<file path="src/rtl/intersection_arbiter.sv">
// Four-approach traffic intersection arbiter: GREEN/YELLOW/ALLRED phase FSM with
// latched pending requests and round-robin handover between approaches.
module intersection_arbiter #(
    parameter int MIN_GREEN  = 2,
    parameter int MAX_GREEN  = 6,
    parameter int YELLOW_CYC = 2,
    parameter int ALLRED_CYC = 1
) (
    input  logic        clk,
    input  logic        rst_n,
    input  logic [3:0]  req,
    output logic [11:0] lights,
    output logic [1:0]  grant,
    output logic [1:0]  phase,
    output logic [3:0]  pend
);

    typedef enum logic [1:0] {
        ST_GREEN  = 2'b00,
        ST_YELLOW = 2'b01,
        ST_ALLRED = 2'b10
    } state_t;

    localparam logic [3:0] YEL_LAST = 4'(YELLOW_CYC - 1);
    localparam logic [3:0] AR_LAST  = 4'(ALLRED_CYC - 1);
    localparam logic [2:0] L_RED    = 3'b100;
    localparam logic [2:0] L_YELLOW = 3'b010;
    localparam logic [2:0] L_GREEN  = 3'b001;

    state_t     state_q, state_d;
    logic [3:0] cnt_q, cnt_d;
    logic [1:0] grant_q, grant_d;
    logic [1:0] next_q, next_d;
    logic [3:0] pend_q, pend_d;

    logic       contested;
    logic       min_ok;
    logic       max_ok;
    logic       enter_green;
    logic [3:0] req_eff;

    // First pending approach after g, searching g+1, g+2, g+3 modulo 4.
    function automatic logic [1:0] rr_pick(input logic [3:0] p, input logic [1:0] g);
        logic [1:0] idx;
        rr_pick = g;
        for (int k = 3; k >= 1; k--) begin
            idx = g + 2'(k);
            if (p[idx]) rr_pick = idx;
        end
    endfunction

    always_comb begin
        contested = |(pend_q & ~(4'b0001 << grant_q));
        min_ok    = ({1'b0, cnt_q} + 5'd1) >= 5'(MIN_GREEN);
        max_ok    = ({1'b0, cnt_q} + 5'd1) >= 5'(MAX_GREEN);
    end

    always_comb begin
        state_d     = state_q;
        cnt_d       = (cnt_q == 4'hF) ? cnt_q : cnt_q + 4'd1;
        grant_d     = grant_q;
        next_d      = next_q;
        enter_green = 1'b0;

        case (state_q)
            ST_GREEN: begin
                if (contested && min_ok && (!req[grant_q] || max_ok)) begin
                    state_d = ST_YELLOW;
                    cnt_d   = 4'd0;
                    next_d  = rr_pick(pend_q, grant_q);
                end
            end
            ST_YELLOW: begin
                if (cnt_q == YEL_LAST) begin
                    cnt_d = 4'd0;
                    if (ALLRED_CYC == 0) begin
                        state_d     = ST_GREEN;
                        enter_green = 1'b1;
                    end else begin
                        state_d = ST_ALLRED;
                    end
                end
            end
            ST_ALLRED: begin
                if (cnt_q == AR_LAST) begin
                    state_d     = ST_GREEN;
                    cnt_d       = 4'd0;
                    enter_green = 1'b1;
                end
            end
            default: begin
                state_d = ST_GREEN;
                cnt_d   = 4'd0;
            end
        endcase

        if (enter_green) grant_d = next_q;
    end

    // The green owner's own request is not latched; the incoming owner's bit clears on entry.
    always_comb begin
        req_eff = req;
        if (state_q == ST_GREEN) req_eff[grant_q] = 1'b0;
        pend_d = pend_q | req_eff;
        if (enter_green) pend_d[next_q] = 1'b0;
    end

    always_ff @(posedge clk or negedge rst_n) begin
        if (!rst_n) begin
            state_q <= ST_GREEN;
            cnt_q   <= 4'd0;
            grant_q <= 2'd0;
            next_q  <= 2'd0;
            pend_q  <= 4'd0;
        end else begin
            state_q <= state_d;
            cnt_q   <= cnt_d;
            grant_q <= grant_d;
            next_q  <= next_d;
            pend_q  <= pend_d;
        end
    end

    always_comb begin
        lights = {L_RED, L_RED, L_RED, L_RED};
        case (state_q)
            ST_GREEN:  lights[3*int'(grant_q) +: 3] = L_GREEN;
            ST_YELLOW: lights[3*int'(grant_q) +: 3] = L_YELLOW;
            default:   lights = {L_RED, L_RED, L_RED, L_RED};
        endcase
    end

    assign grant = grant_q;
    assign phase = state_q;
    assign pend  = pend_q;

endmodule

</file>
<file path="config.mk">
export PLATFORM = sky130hd
export DESIGN_NAME = intersection_arbiter
export DESIGN_NICKNAME = d
export VERILOG_FILES = /design/src/rtl/intersection_arbiter.sv
export SDC_FILE = /design/constraint.sdc
export NUM_CORES = 1
export LEC_CHECK = 0
export ABC_AREA = 1
export CAP_MARGIN = 20
export CORE_MARGIN = 4
export CORE_UTILIZATION = 50
export CTS_CLUSTER_DIAMETER = 60
export DETAILED_ROUTE_END_ITERATION = 8
export MAX_ROUTING_LAYER = met4
export PLACE_DENSITY = 0.82
export SLEW_MARGIN = 20
export SYNTH_ARGS = -nofsm -noshare
export SYNTH_HDL_FRONTEND = slang
export SYNTH_SLANG_ARGS = --single-unit
</file>
<file path="constraint.sdc">
create_clock -name clk -period 2.1 [get_ports clk]
set_input_delay 0.525 -clock clk [delete_from_list [all_inputs] [get_ports clk]]
set_output_delay 0.525 -clock clk [all_outputs]
set_load 0.05 [all_outputs]
</file>
==> out/qor.log, run 1 <==
qor: worst_hold_path.holdCritPathClass reg2reg
qor: layout.final_core_utilization 74.8%
qor: timing.post-route-min-period 2.03 ns
qor: power_and_ir_drop.power_density 297 mW/mm^2
qor: yosys.synth_async_sr_flop_share 100%
qor: setup_path.timing.critical_path.slowest_cell_delay 0.44 ns
qor: global_route.groute.usage.overall 23.9%
qor: floorplanning.starting_density 52.4%
qor: worst_hold_path.timing.hold.worst.start next_q[0]$_DFFE_PN0P_
qor: floorplanning.floorplan.core_area 0.00221 mm^2
qor: timing.fin_worst_hold_slack 0.599 ns
qor: setup_path.cp_data_arrival_time 1.51 ns
qor: setup_path.worst_r2r_startpoint grant[0]$_DFFE_PN0P_
qor: worst_hold_path.min_delay_worst_endpoint next_q[0]$_DFFE_PN0P_
qor: yosys.netlist.area_leader.share 30.2%
qor: setup_path.r2r_end next_q[0]$_DFFE_PN0P_
qor: yosys.multiplexer_share_of_the_synthesized_area 0%
qor: place.buffer_ports.inserted 25
qor: layout.sequential_cell_area 354 um^2
qor: cts.ctsLongestPathBuffers 2
qor: cts.clock_tree_from_tritoncts built
qor: timing.post-route-worst-setup-slack 0.0672 ns
qor: setup_path.cp_max_fo 9
qor: floorplanning.design.die.area 0.00315 mm^2
qor: yosys.postSynthRegisterBits 14
qor: timing.fin_tns_setup 0 ns
qor: timing.timing.final.hold_violations 0
qor: layout.num-nets-final 220
qor: floorplanning.num_rows 17
qor: timing.slew_headroom 55.9%
qor: setup_path.r2r_slack 0.38 ns
qor: setup_path.slowest_stage dfrtp_2
qor: layout.antenna_cells_inserted 0
qor: floorplanning.die_x 56.1 um
qor: yosys.synth-simple-area-share 40.7%
qor: cts.cts_sinks 14
qor: yosys.synth-edff-count 0
qor: layout.synth_to_layout_area_growth 42.8%
qor: place.postPlaceCellArea 0.00159 mm^2
qor: outcome.run_status finished, final reports clean
qor: cts.clk_root_buffer_cell clkbuf_4
qor: yosys.synth_nets 189
qor: yosys.synth_area 0.00116 mm^2
qor: yosys.yosysWarnings 0
qor: yosys.ys_top_cells_by_area dfrtp_1 30%, nand2_1 17%, inv_1 9.1%
qor: route.drt_first_pass_iters 4
qor: cts.clock_latency 0.29 ns
qor: route.vias 1319
qor: yosys.postSynthAreaPerCell 6.58 um^2
qor: global_route.grt_antenna_before_repair 0
qor: yosys.synth_compound_area_share 8.75%
qor: timing.worst-slew-pin-transition 0.659 ns
qor: yosys.synth-seq-area-share 30.2%
qor: power_and_ir_drop.static-leakage-power 0.809 nW
qor: global_route.grt_pass1_wl 5.78 mm
qor: run.maxCapViolCount 0
qor: setup_path.critPathTopFamily flip-flops
qor: yosys.synth.top_cells.by_count 52 x nand2_1, 28 x inv_1, 20 x nand3_1, 14 x dfrtp_1, 13 x nor2_1
qor: global_route.first_global_vias 1249
qor: setup_path.start_kind flip-flop
qor: route.ant_nets 0
qor: place.gpl.final_weighted_congestion 0.886
qor: place.detailedPlace.worstSlack 0.236 ns
qor: timing.final_max_slew_viol_count 0
qor: yosys.synth_top_family_by_area simple AND/OR/NAND/NOR gates
qor: power_and_ir_drop.vdd.ir_drop.worst 357 uV
qor: global_route.globalRouteOverflowTotal 0
qor: floorplanning.die_h 56.1 um
qor: cts.cts_max_level 1
qor: yosys.synth_cell_types 23
qor: route.wirelength 3.60 mm
qor: route.routedWlPerCell 15.4 um
qor: yosys.yosys.cell_count.top_type nand2_1
qor: timing.final_min_period_over_clock_period 96.8%
qor: yosys.post_synth_xor_area_fraction 0.756%
qor: setup_path.chain_of_cells_forming_the_critical_path inv_2, ha_2, nand2_2, nor2_4, buf_12
qor: yosys.synth_top_area_cell dfrtp_1
qor: cts.numCtsBuffers 3
qor: worst_hold_path.hold_path_depth 2
qor: setup_path.critPathBufInv 2
qor: timing.fmax 492 MHz
qor: timing.finClkSkew 0.00845 ns
qor: layout.area_taken_by_multi_input_logic_gates 717 um^2
qor: setup_path.worst-r2r-cell-count 10
qor: timing.setup_viol_count_final 0
qor: setup_path.worstSetupEndpointType output pin
qor: cts.clk_pin_slew_worst_paths 0.10 ns
qor: route.remaining_drc_errors 0
qor: layout.fin_cells 234
qor: route.routed_vias_inst 5.64
qor: global_route.grt_start_max_net_pins 15
qor: yosys.syn_inst 176
qor: route.initialDrtViolationCount 69
qor: layout.design_area 0.00165 mm^2
qor: power_and_ir_drop.finalPower 0.491 mW
qor: place.dpl.cell_count 228
qor: setup_path.worst-endpoint-required 1.57 ns
qor: yosys.synth-main-ff-cell dfrtp_1
qor: yosys.yosys.area_share.adder 7.56%
qor: layout.layout-drive-gt1-share 26.2%
qor: floorplanning.num_io_pins 26
qor: setup_path.timing.setup.critical_path_class reg2out
qor: layout.n_fill_cell 162
qor: place.post-dp-hpwl 2.67 mm
==> area by class of cell <==
class                   instances  area share [%]
flip-flops and latches         14            21.4
repair buffers                 27            22.7
multi-input cells             126            43.3
inverters                      35            8.25
well taps                      28            2.12
clock buffers                   4            2.19
==> cells in the final DEF (no fill, tap or decap), drive strengths merged <==
cell,instances
nand2,54
inv,33
nand3,24
buf,18
nor2,18
o21ai,17
dfrtp,14
clkdlybuf4s50,9
ha,7
clkbuf,4
clkinv,2
nand4,1
nor3,1
a22o,1
nor3b,1
o31ai,1
xor2,1
==> registers in the layout, indices dropped and copies added (netlist names) <==
register,flops
next_q,2
cnt_q,4
grant,2
pend,4
phase,2
==> worst max path at each step <==
stage	from	end	cells after the start
after floorplan	grant[0]$_DFFE_PN0P_	lights[0]	5
after global placement	grant[0]$_DFFE_PN0P_	lights[7]	5
after detailed placement	grant[0]$_DFFE_PN0P_	lights[0]	5
after CTS	phase[1]$_DFFE_PN0P_	lights[10]	4
after global routing	grant[1]$_DFFE_PN0P_	lights[0]	5
final	grant[0]$_DFFE_PN0P_	lights[0]	5
==> cells by family (layout without fill, tap and decap cells) <==
| kind of cell | after synthesis | after routing |
|---|---|---|
| AOI/OAI and AO/OA | 19 | 19 |
| xor gates and xnor gates | 1 | 1 |
| adders and majority gates | 7 | 7 |
| buffers and inverters | 36 | 66 |
| DFF | 14 | 14 |
| and+or+nand+nor | 99 | 99 |
==> power by group <==
part	internal (mW)	switching, mW
sequential	0.269	0.000000000000000196
combinational	0.00948	0.00961
clock	0.106	0.0970
==> worst register-to-register path: cells and delay by family, from the launching register on <==
| kind | cells | cell delay, ns |
|---|---|---|
| adder cells (fa/ha/maj) | 1 | 0.20 |
| flip-flops | 1 | 0.44 |
| AND/OR/NAND/NOR | 6 | 0.62 |
| AO/OA/AOI/OAI | 1 | 0.07 |
| buffers and inverters | 2 | 0.31 |
==> per-layer routing <==
layer  vias to the layer above  global-route usage [%]  share of wire, %
met3                        18                    3.02               7.7
met1                       590                    28.9                37
li1                        609                       -                 -
met5                         -                       -                 0
met4                         0                    8.81               4.5
met2                       102                    40.4                51
==> timing repair <==
item | 4_1_cts | 5_1_grt
resized for setup | 2 | 4
endpoints found under the setup margin | 5 | 6
buffers inserted | 2 | 0
hold buffers | 0 | 0
cloned | 0 | 0
Note: power is estimated with default switching activity, not from simulation.
==> run 2, diff against run 1 <==
- SLEW_MARGIN: 20 -> 30
==> results of run 2 <==
Same layout as run 1: the final DEF is identical, and so are final timing and power.
==> run 3, diff against run 2 <==
- CTS_CLUSTER_DIAMETER: 60 -> not set
- GPL_TIMING_DRIVEN: not set -> 0
==> out/qor.log, run 3 (synthesized netlist as in run 1, its figures left out) <==
qor: timing.final_min_period_over_clock_period 98.3%
qor: setup_path.cp_data_arrival_time 1.54 ns
qor: power_and_ir_drop.static-leakage-power 0.801 nW
qor: timing.fin_tns_setup 0 ns
qor: floorplanning.floorplan.core_area 0.00221 mm^2
qor: timing.setup_viol_count_final 0
qor: cts.cts_max_level 1
qor: route.initialDrtViolationCount 30
qor: cts.clock_latency 0.30 ns
qor: cts.clk_pin_slew_worst_paths 0.09 ns
qor: layout.final_common_cell nand2_1
qor: route.wirelength 3.09 mm
qor: cts.post_cts.repair.setup_buffers 0
qor: global_route.grt_antenna_before_repair 0
qor: setup_path.critPathBufInv 1
qor: route.routedWlPerCell 13.3 um
qor: place.post-dp-hpwl 2.47 mm
qor: setup_path.critPathTopFamily buffers and inverters
qor: route.ant_nets 0
qor: route.drt_first_pass_iters 4
qor: timing.timing.final.hold_violations 0
qor: global_route.first_global_vias 1207
qor: timing.final_max_slew_viol_count 0
qor: floorplanning.design.die.area 0.00315 mm^2
qor: cts.holdBufCountCts 0
qor: place.buffer_ports.inserted 25
qor: layout.n_fill_cell 189
qor: layout.antenna_cells_inserted 0
qor: layout.fin_cells 233
qor: setup_path.cp-startpoint pend[1]$_DFF_PN0_
qor: setup_path.timing.critical_path.slowest_cell_delay 0.83 ns
qor: place.dpl.cell_count 229
qor: floorplanning.starting_density 52.4%
qor: cts.numCtsBuffers 3
qor: setup_path.timing.setup.critical_path_class reg2out
qor: timing.fmax 485 MHz
qor: route.vias 1208
qor: setup_path.worstSetupEndpointType output pin
qor: place.detailedPlace.worstSlack -0.427 ns
qor: global_route.grt_pass1_wl 5.44 mm
qor: place.gpl.final_weighted_congestion 0.813
qor: global_route.groute.usage.overall 22.2%
qor: power_and_ir_drop.power_density 320 mW/mm^2
qor: setup_path.cp_max_fo 3
qor: power_and_ir_drop.vdd.ir_drop.worst 290 uV
qor: cts.clock_tree_from_tritoncts built
qor: cts.clk_root_buffer_cell clkbuf_4
qor: route.routed_vias_inst 5.18
qor: floorplanning.num_io_pins 26
qor: setup_path.start_kind flip-flop
qor: global_route.grt_start_max_net_pins 15
qor: outcome.run_status finished, final reports clean
qor: floorplanning.die_h 56.1 um
qor: cts.cts_sinks 14
qor: setup_path.chain_of_cells_forming_the_critical_path clkdlybuf4s50_1
qor: worst_hold_path.timing.hold.worst.start next_q[1]$_DFFE_PN0P_
qor: global_route.globalRouteOverflowTotal 0
qor: layout.synth_to_layout_area_growth 33.8%
qor: layout.area_taken_by_multi_input_logic_gates 739 um^2
qor: timing.finClkSkew 0.00375 ns
qor: floorplanning.die_x 56.1 um
qor: timing.post-route-min-period 2.06 ns
qor: floorplanning.num_rows 17
qor: layout.num-nets-final 219
qor: setup_path.slowest_stage clkdlybuf4s50_1
qor: timing.post-route-worst-setup-slack 0.0367 ns
qor: setup_path.worst_r2r_startpoint grant[1]$_DFFE_PN0P_
qor: setup_path.worst-endpoint-required 1.57 ns
qor: timing.worst-slew-pin-transition 0.676 ns
qor: layout.layout-drive-gt1-share 24.4%
qor: layout.sequential_cell_area 353 um^2
qor: run.maxCapViolCount 0
qor: timing.slew_headroom 54.8%
qor: cts.ctsLongestPathBuffers 2
qor: layout.most_frequent_cells_in_the_layout 50 x nand2_1, 26 x inv_1, 20 x nand3_1
qor: route.remaining_drc_errors 0
qor: power_and_ir_drop.finalPower 0.496 mW
qor: worst_hold_path.holdCritPathClass reg2reg
[run 3: cell types whose count changed in the layout (fill, tap and decap cells not counted), moves of 2 or more]
cell / before / now
buf_12: 12 / 0
buf_2: 0 / 5
buf_4: 6 / 0
buf_6: 0 / 6
dlygate4sd2_1: 0 / 2
dlymetal6s2s_1: 0 / 2
ha_4: 0 / 2
[run 3: power breakdown]
part | total (mW) | internal [mW] | switching, mW
Clock | 0.207 | 0.106 | 0.101
Combinational | 0.0191 | 0.00945 | 0.00969
Sequential | 0.269 | 0.269 | 0.000000000000000224
Total | 0.496 | 0.385 | 0.111
[run 3: area by class of cell]
| class | instances | share of cell area, % |
|---|---|---|
| Multi-Input combinational cell | 126 | 47.7 |
| Sequential cell | 14 | 22.8 |
| Timing Repair Buffer | 25 | 15.1 |
| Inverter | 35 | 9.12 |
| Clock buffer | 4 | 2.34 |
| Tap cell | 28 | 2.26 |
| Buffer | 1 | 0.726 |
[run 3: what timing repair did]
item                       CTS  global route
gates resized for setup     74            14
pin swaps                    0             0
setup endpoints to repair   14            12
[run 3: metrics by stage]
step / util, % / area [um^2] / hold WS [ns]
after floorplan: - / 1200 / 0.229
after global placement: 67.3 / 1490 / 0.541
after detailed placement: 67.3 / 1490 / 0.561
after CTS: 68.5 / 1520 / 0.587
after global routing: 70.1 / 1550 / 0.638
final: 70.1 / 1550 / 0.594
[run 3: final timing paths]
| check | to | slack (ns) | cells after the start |
|---|---|---|---|
| min in group asynchronous | pend[3]$_DFF_PN0_ | 0.63 | 1 |
| max | pend[1] | 0.04 | 1 |
| max in group asynchronous | phase[0]$_DFFE_PN0P_ | 1.00 | 1 |
| max reg2reg | next_q[1]$_DFFE_PN0P_ | 0.39 | 10 |
| min | pend[1]$_DFF_PN0_ | 0.59 | 2 |
| min reg2reg | pend[1]$_DFF_PN0_ | 0.59 | 2 |
[run 3: routing by layer]
| layer | share of wire (%) | GRT usage, % | wire length [um] |
|---|---|---|---|
| met3 | 4.6 | 3.48 | 141 |
| met2 | 49 | 35.7 | 1530 |
| met4 | 2.3 | 9.83 | 72 |
| met5 | 0 | - | 0 |
| met1 | 44 | 27.4 | 1350 |
